===== config.mk =====
export PLATFORM = sky130hd
export DESIGN_NAME = fir_driver
export DESIGN_NICKNAME = d
export VERILOG_FILES = /design/src/rtl/fir_driver.sv
export SDC_FILE = /design/constraint.sdc
export NUM_CORES = 1
export LEC_CHECK = 0
export ABC_CLOCK_PERIOD_IN_PS = 3400
export CAP_MARGIN = 20
export CELL_PAD_IN_SITES_DETAIL_PLACEMENT = 0
export CELL_PAD_IN_SITES_GLOBAL_PLACEMENT = 1
export CORE_UTILIZATION = 47
export DETAILED_ROUTE_END_ITERATION = 7
export GPL_ROUTABILITY_DRIVEN = 0
export PLACE_DENSITY_LB_ADDON = 0.08
export RECOVER_POWER = 25
export SLEW_MARGIN = 20
export SYNTH_ARGS = -nofsm -noshare
export SYNTH_HDL_FRONTEND = slang
export SYNTH_SLANG_ARGS = --single-unit

===== constraint.sdc =====
create_clock -name clk -period 3.4 [get_ports clk]
set_input_delay 0.85 -clock clk [delete_from_list [all_inputs] [get_ports clk]]
set_output_delay 0.85 -clock clk [all_outputs]
set_load 0.005 [all_outputs]

===== src/rtl/fir_driver.sv =====
// fir_driver: sequencer in front of the fir filter block.
// Holds a host-writable coefficient table and replays it into the filter on
// start. It then forwards ready/valid samples to the filter and buffers the
// filter results in a small output FIFO. A credit check against the FIFO
// space keeps the FIFO from overflowing.
module fir_driver #(
    parameter int DATA_W     = 8,
    parameter int OUT_W      = 16,
    parameter int NUM_TAPS   = 10,
    parameter int FIFO_DEPTH = 8
) (
    input  logic                        clk,
    input  logic                        reset,
    input  logic                        start,
    input  logic                        stop,
    input  logic                        coef_wr_en,
    input  logic [$clog2(NUM_TAPS)-1:0] coef_wr_addr,
    input  logic [DATA_W-1:0]           coef_wr_data,
    input  logic                        s_valid,
    output logic                        s_ready,
    input  logic [DATA_W-1:0]           s_data,
    output logic [DATA_W-1:0]           fir_data_in,
    output logic                        fir_coef_enable,
    output logic                        fir_sample_enable,
    input  logic [OUT_W-1:0]            fir_data_out,
    input  logic                        fir_out_enable,
    input  logic                        fir_error,
    output logic                        m_valid,
    input  logic                        m_ready,
    output logic [OUT_W-1:0]            m_data,
    output logic                        busy,
    output logic                        err_sticky,
    output logic                        overflow
);

    localparam int AW  = $clog2(NUM_TAPS);
    localparam int AWE = AW + 1;
    localparam int PW  = $clog2(FIFO_DEPTH);
    localparam int CW  = PW + 1;
    localparam int SW  = PW + 2;

    localparam logic [AW-1:0]  LAST_TAP = AW'(NUM_TAPS - 1);
    localparam logic [AWE-1:0] TAPS_EXT = AWE'(NUM_TAPS);
    localparam logic [CW-1:0]  DEPTH_C  = CW'(FIFO_DEPTH);
    localparam logic [SW-1:0]  DEPTH_S  = SW'(FIFO_DEPTH);

    typedef enum logic [2:0] {
        S_IDLE   = 3'd0,
        S_LOAD   = 3'd1,
        S_GAP    = 3'd2,
        S_STREAM = 3'd3,
        S_DRAIN  = 3'd4,
        S_ERR    = 3'd5
    } state_t;

    state_t              state_q, state_d;
    logic [AW-1:0]       count_q, count_d;
    logic [DATA_W-1:0]   coef_q [NUM_TAPS];
    logic [DATA_W-1:0]   coef_d [NUM_TAPS];
    logic [DATA_W-1:0]   fir_data_in_q, fir_data_in_d;
    logic                fir_coef_enable_q, fir_coef_enable_d;
    logic                fir_sample_enable_q, fir_sample_enable_d;
    logic [CW-1:0]       inflight_q, inflight_d;
    logic [OUT_W-1:0]    fifo_mem_q [FIFO_DEPTH];
    logic [OUT_W-1:0]    fifo_mem_d [FIFO_DEPTH];
    logic [PW-1:0]       wr_ptr_q, wr_ptr_d;
    logic [PW-1:0]       rd_ptr_q, rd_ptr_d;
    logic [CW-1:0]       fifo_count_q, fifo_count_d;
    logic                err_sticky_q, err_sticky_d;
    logic                overflow_q, overflow_d;

    logic fifo_empty;
    logic fifo_full;
    logic pop;
    logic push;
    logic drop;
    logic credit_ok;
    logic s_ready_int;
    logic s_hs;
    logic err_hit;
    logic table_writable;
    logic dec;

    // FIFO status, credit and handshake qualifiers shared by the next-state logic
    always_comb begin
        fifo_empty     = (fifo_count_q == '0);
        fifo_full      = (fifo_count_q == DEPTH_C);
        pop            = !fifo_empty && m_ready;
        // A result may enter a full FIFO only when the head leaves in the same cycle
        push           = fir_out_enable && (!fifo_full || pop);
        drop           = fir_out_enable && fifo_full && !pop;
        // Every accepted sample reserves a FIFO slot until its result is popped
        credit_ok      = ({1'b0, fifo_count_q} + {1'b0, inflight_q}) < DEPTH_S;
        s_ready_int    = (state_q == S_STREAM) && credit_ok;
        s_hs           = s_valid && s_ready_int;
        err_hit        = fir_error && (state_q != S_IDLE);
        table_writable = (state_q == S_IDLE) || (state_q == S_ERR);
        dec            = fir_out_enable && (inflight_q != '0);
    end

    // Sequencer next state and the registered FIR-side drive values
    always_comb begin
        state_d             = state_q;
        count_d             = count_q;
        fir_coef_enable_d   = 1'b0;
        fir_sample_enable_d = 1'b0;
        fir_data_in_d       = '0;
        err_sticky_d        = err_sticky_q;
        overflow_d          = overflow_q;

        case (state_q)
            S_IDLE, S_ERR: begin
                if (start && !err_hit) begin
                    state_d           = S_LOAD;
                    count_d           = '0;
                    err_sticky_d      = 1'b0;
                    overflow_d        = 1'b0;
                    fir_coef_enable_d = 1'b1;
                    fir_data_in_d     = coef_q[0];
                end
            end
            S_LOAD: begin
                if (count_q == LAST_TAP) begin
                    state_d = S_GAP;
                end else begin
                    count_d           = count_q + 1'b1;
                    fir_coef_enable_d = 1'b1;
                    fir_data_in_d     = coef_q[count_q + 1'b1];
                end
            end
            S_GAP: begin
                state_d = S_STREAM;
            end
            S_STREAM: begin
                if (s_hs) begin
                    fir_sample_enable_d = 1'b1;
                    fir_data_in_d       = s_data;
                end
                if (stop) begin
                    state_d = S_DRAIN;
                end
            end
            S_DRAIN: begin
                if (inflight_q == '0) begin
                    state_d = S_IDLE;
                end
            end
            default: begin
                state_d = S_IDLE;
            end
        endcase

        if (drop) begin
            overflow_d = 1'b1;
        end

        // A filter error pre-empts everything and silences the filter inputs
        if (err_hit) begin
            state_d             = S_ERR;
            err_sticky_d        = 1'b1;
            fir_coef_enable_d   = 1'b0;
            fir_sample_enable_d = 1'b0;
            fir_data_in_d       = '0;
        end
    end

    // Count of samples handed to the filter whose result has not yet come back
    always_comb begin
        inflight_d = inflight_q;
        if (s_hs && !dec) begin
            inflight_d = inflight_q + 1'b1;
        end else if (!s_hs && dec) begin
            inflight_d = inflight_q - 1'b1;
        end
        if (err_hit) begin
            inflight_d = '0;
        end
    end

    // Host coefficient writes, only while the table is not being replayed
    always_comb begin
        coef_d = coef_q;
        if (coef_wr_en && table_writable && ({1'b0, coef_wr_addr} < TAPS_EXT)) begin
            coef_d[coef_wr_addr] = coef_wr_data;
        end
    end

    // Output FIFO storage and pointers; depth is a power of two so pointers wrap
    always_comb begin
        fifo_mem_d   = fifo_mem_q;
        wr_ptr_d     = wr_ptr_q;
        rd_ptr_d     = rd_ptr_q;
        fifo_count_d = fifo_count_q;
        if (push) begin
            fifo_mem_d[wr_ptr_q] = fir_data_out;
            wr_ptr_d             = wr_ptr_q + 1'b1;
        end
        if (pop) begin
            rd_ptr_d = rd_ptr_q + 1'b1;
        end
        if (push && !pop) begin
            fifo_count_d = fifo_count_q + 1'b1;
        end else if (!push && pop) begin
            fifo_count_d = fifo_count_q - 1'b1;
        end
    end

    // State register for all control, table and FIFO contents
    always_ff @(posedge clk) begin
        if (reset) begin
            state_q             <= S_IDLE;
            count_q             <= '0;
            fir_data_in_q       <= '0;
            fir_coef_enable_q   <= 1'b0;
            fir_sample_enable_q <= 1'b0;
            inflight_q          <= '0;
            wr_ptr_q            <= '0;
            rd_ptr_q            <= '0;
            fifo_count_q        <= '0;
            err_sticky_q        <= 1'b0;
            overflow_q          <= 1'b0;
            for (int i = 0; i < NUM_TAPS; i++) begin
                coef_q[i] <= '0;
            end
            for (int j = 0; j < FIFO_DEPTH; j++) begin
                fifo_mem_q[j] <= '0;
            end
        end else begin
            state_q             <= state_d;
            count_q             <= count_d;
            fir_data_in_q       <= fir_data_in_d;
            fir_coef_enable_q   <= fir_coef_enable_d;
            fir_sample_enable_q <= fir_sample_enable_d;
            inflight_q          <= inflight_d;
            wr_ptr_q            <= wr_ptr_d;
            rd_ptr_q            <= rd_ptr_d;
            fifo_count_q        <= fifo_count_d;
            err_sticky_q        <= err_sticky_d;
            overflow_q          <= overflow_d;
            coef_q              <= coef_d;
            fifo_mem_q          <= fifo_mem_d;
        end
    end

    assign fir_data_in       = fir_data_in_q;
    assign fir_coef_enable   = fir_coef_enable_q;
    assign fir_sample_enable = fir_sample_enable_q;
    assign s_ready           = s_ready_int;
    assign m_valid           = !fifo_empty;
    assign m_data            = fifo_mem_q[rd_ptr_q];
    assign busy              = (state_q == S_LOAD) || (state_q == S_GAP) ||
                               (state_q == S_STREAM) || (state_q == S_DRAIN);
    assign err_sticky        = err_sticky_q;
    assign overflow          = overflow_q;

endmodule


==> results.md <==
* Synth area leader: dfxtp_1
* Asr flop ratio synth at 0
* Flops & latches, synth at 241
* Total track usage at 0.214
* Fin Setup TNS at 0 ps
* CTS tree: yes
* Avg Inst Size Synth at 10.6 um^2
* Final Hold Viols at 0
* CTS clock-pin slew for the worst setup and hold paths at 60 ps
* Netlist Area Pre-Place at 0.0115 mm^2
* Worst setup EP type: output pin
* Fin crit share at 0.972
* Final wirelength at between 20 and 30 mm
* Failing checks: capacitance limit, slew limit
* Register area share after synthesis at 0.418
* Vias post-DR at 7908
* Max Transition Viols Final at 104
* Outcome: finished, violations left
* Setup crit start kind: flop
* Initial antenna violation count at 0
* Clock Sinks at 241
* Cell Rows at 56
* CP bufs+invs at 2
* Crit-path leading delay family: multiplexers
* Crit Path Category: flop to output pin
* NumNets Final at approximately 1200
* Total grt overflow at 0
* Clk network pwr share at 0.360
* Warnings, synthesis at 0
* Max Cap Viol at 1
* Worst-margin pin slew at 2110 ps
* CTS max path bufs at 3
* Max stage delay on crit path at 510 ps
* Slew HR at -0.407
* Detailed placement HPWL at 16.6 mm
* Die area at approximately 0.025 mm^2
* Post-DRT Antenna Nets at 0
* Pre-CTS WS at between 70 and 80 ps
* GR met1 Demand/Resource at 0.278
* Met2 GRT Util at 0.374
* Drt pass-1 iters at 5
* # setup viols final at 0
* Number of distinct library cells after synthesis at 59
* Chip width at approximately 160 um
* Crit-path slowest cell: mux4_2
* Yosys top cell area share at 0.418
* Clock skew at 15.9 ps
* Unrepaired setup endpoints after global routing: false
* Pwr/cell area at 629 mW/mm^2
* N_diodes at 0
* CP cell instances: buf_4 > mux4_2 > mux2_2 > clkdlybuf4s50_1
* Routed vias/inst at 5.38
* CTS Buf Count at 28
* Fraction of layout instances using a drive strength above 1 at 0.155
* Fill cell count at 2184
* Mapped Nets at about 1100
* Comb pwr share at 0.267
* Residual DRC at 0
* Reg power frac at 0.373
* Post-synth EDFFs at 0
* Die Ht at 159 um
* Worst VDD drop at between 0.0004 and 0.0005 V
* Peak fanout along the critical path at 8
* Met3 Resource Use GR at 0.0302
* Vias in the first global route at between 7000 and 8000
* P_sw at approximately 2500 uW
* Initial Utilization at 0.486
* H-tree depth at 1
* IO buf count at 75
* First-iteration detailed-routing DRC count at 454
* Worst hold slack at 456 ps
* Top Ports at 76
* Worst skew pair latency at between 500 and 600 ps
* Post-CTS setup buffer count at 0
* Post-route setup slack at 94.7 ps
* Hold Crit Class: flop to flop
* Switching share of power at 0.301
* CP arrival at 2460 ps
* Area Growth Syn to Fin at 15.6%
* Top cells by area, synth: dfxtp_1 (42%), mux2i_1 (19%), mux4_2 (9.4%), nor2_1 (5.7%), mux2_2 (3.3%)
* GR peak layer: met2
* Critical path required time at between 2000 and 3000 ps
* Routed wire length per instance at 17.8 um
* Core area at 0.0238 mm^2
* FMAX at between 300 and 400 MHz
* Min Tclk post-route at around 3300 ps
* Int Pwr at 5860 uW
* Mapped Cells at 1085
* Top FF cell, synth: dfxtp_1
* Largest net degree at the start of global routing at 104
* Clock Tree Root: clkbuf_16
* First-pass GRT wire length at 42.0 mm
* Leak Pwr at 0.00602 uW
-- cell type report --
type / count / area, um^2 / area share
inverters: 18 / 67.6 / 0.00507
clock buffers: 44 / 852 / 0.0639
flip-flops and latches: 241 / 4830 / 0.363
multi-input cells: 732 / 6090 / 0.457
clock inverters: 7 / 87.6 / 0.00657
well taps: 319 / 399 / 0.0299
repair buffers: 110 / 1000 / 0.0752
-- cells by family after synthesis --
kind of cell / Yosys count / synth area share
buffers and inverters: 112 / 0.0524
xor gates and xnor gates: 11 / 0.00835
muxes: 297 / 0.314
AOI/OAI and AO/OA: 81 / 0.0632
adders and majority gates: 15 / 0.0176
and+or+nand+nor: 328 / 0.127
DFF: 241 / 0.418
-- metal layers --
metal	up-vias	part of all wire	wire length (um)
li1	3946	-	-
met1	3804	0.46	12000
met5	-	0	0
met4	0	0.017	445
met3	34	0.036	933
met2	124	0.49	12700
-- path summary, 6_finish.rpt --
path,startpoint,endpoint,slack [ps],cells after the start
worst min-delay path,coef_q[17],coef_q[17],460,2
worst max-delay path,rd_ptr_q[1],m_data[6],90,4
worst min register to register,coef_q[17],coef_q[17],460,2
worst max register to register,fifo_count_q[3],inflight_q[3],500,11
-- power groups by stage --
stage	logic [uW]	registers [uW]	clock network (uW)
finish	2230	3130	3020
global route	2460	3160	3200
CTS	2280	3130	3090
detailed placement	2260	3190	0
global placement	2260	3190	0
floorplan	1690	3140	0
-- tightest hold or removal path, stage by stage (launching register included) --
cell and delay [ps]:
dfxtp_1 300, nand2_1 50, mux2i_1 50
-- sequential cells by signal (all words and copies together), names as in the netlist --
signal / cells
inflight_q: 4
overflow: 1
rd_ptr_q: 3
fir_data_in: 8
count_q: 4
coef_q: 80
err_sticky: 1
fir_sample_enable: 1
fir_coef_enable: 1
state_q: 3
fifo_mem_q: 128
wr_ptr_q: 3
fifo_count_q: 4
-- Yosys cell counts, types with 2 or more instances --
cell type,number
a31o_2,2
xnor2_1,5
nor2b_1,7
fa_1,2
nor3_1,3
nand2_1,83
and2_1,5
mux2_2,34
buf_2,16
or3_1,4
nand4_1,10
nand2b_1,6
or2_2,4
o21ai_0,7
a31oi_1,3
ha_1,13
nor2_1,175
o2111ai_4,8
mux4_2,48
clkbuf_4,16
a21o_1,3
a21oi_1,11
xor2_1,6
nand3_1,12
dfxtp_1,241
buf_4,4
clkbuf_1,44
nand3b_1,2
nand4b_1,7
buf_1,8
buf_12,5
inv_1,16
mux2i_1,215
o211ai_1,20
a211oi_1,16
-- through the flow --
step	instances	total power (uW)	util	area (um^2)
after floorplan	1085	4830	-	11500
after global placement	1420	5450	0.524	12400
after detailed placement	1420	5450	0.524	12400
after CTS	1471	8500	0.563	13400
after global routing	1471	8820	0.561	13300
final	1471	8380	0.561	13300
-- repair_timing --
item	in CTS	in global routing
endpoints found under the setup margin	3	2
resized for setup	2	5
hold buffers	0	0
hold endpoints to repair	0	0
-- cells in the final DEF, fill, tap and decap left out, types with 3 or more instances in the layout --
master and n:
o21ai_0 7, clkbuf_1 14, buf_4 21, xor2_1 6, mux4_2 48, clkdlybuf4s50_1 70
xnor2_1 5, mux2_2 34, o2111ai_4 8, o211ai_1 20, ha_1 13, clkbuf_16 29
nor3_1 3, clkinv_2 4, a31oi_1 4, or2_2 4, nand2_1 83, a21o_1 3
nor2b_1 7, nand3_1 12, nand4b_1 7, a21oi_1 11, a211oi_1 16, clkbuf_2 6
dfxtp_1 237, nor2_1 174, dlygate4sd3_1 4, and2_1 3, or3_1 4, mux2i_1 215
inv_1 16, clkbuf_8 7, nand4_1 11, nand2b_1 6
(Power assumes the default switching activity.)
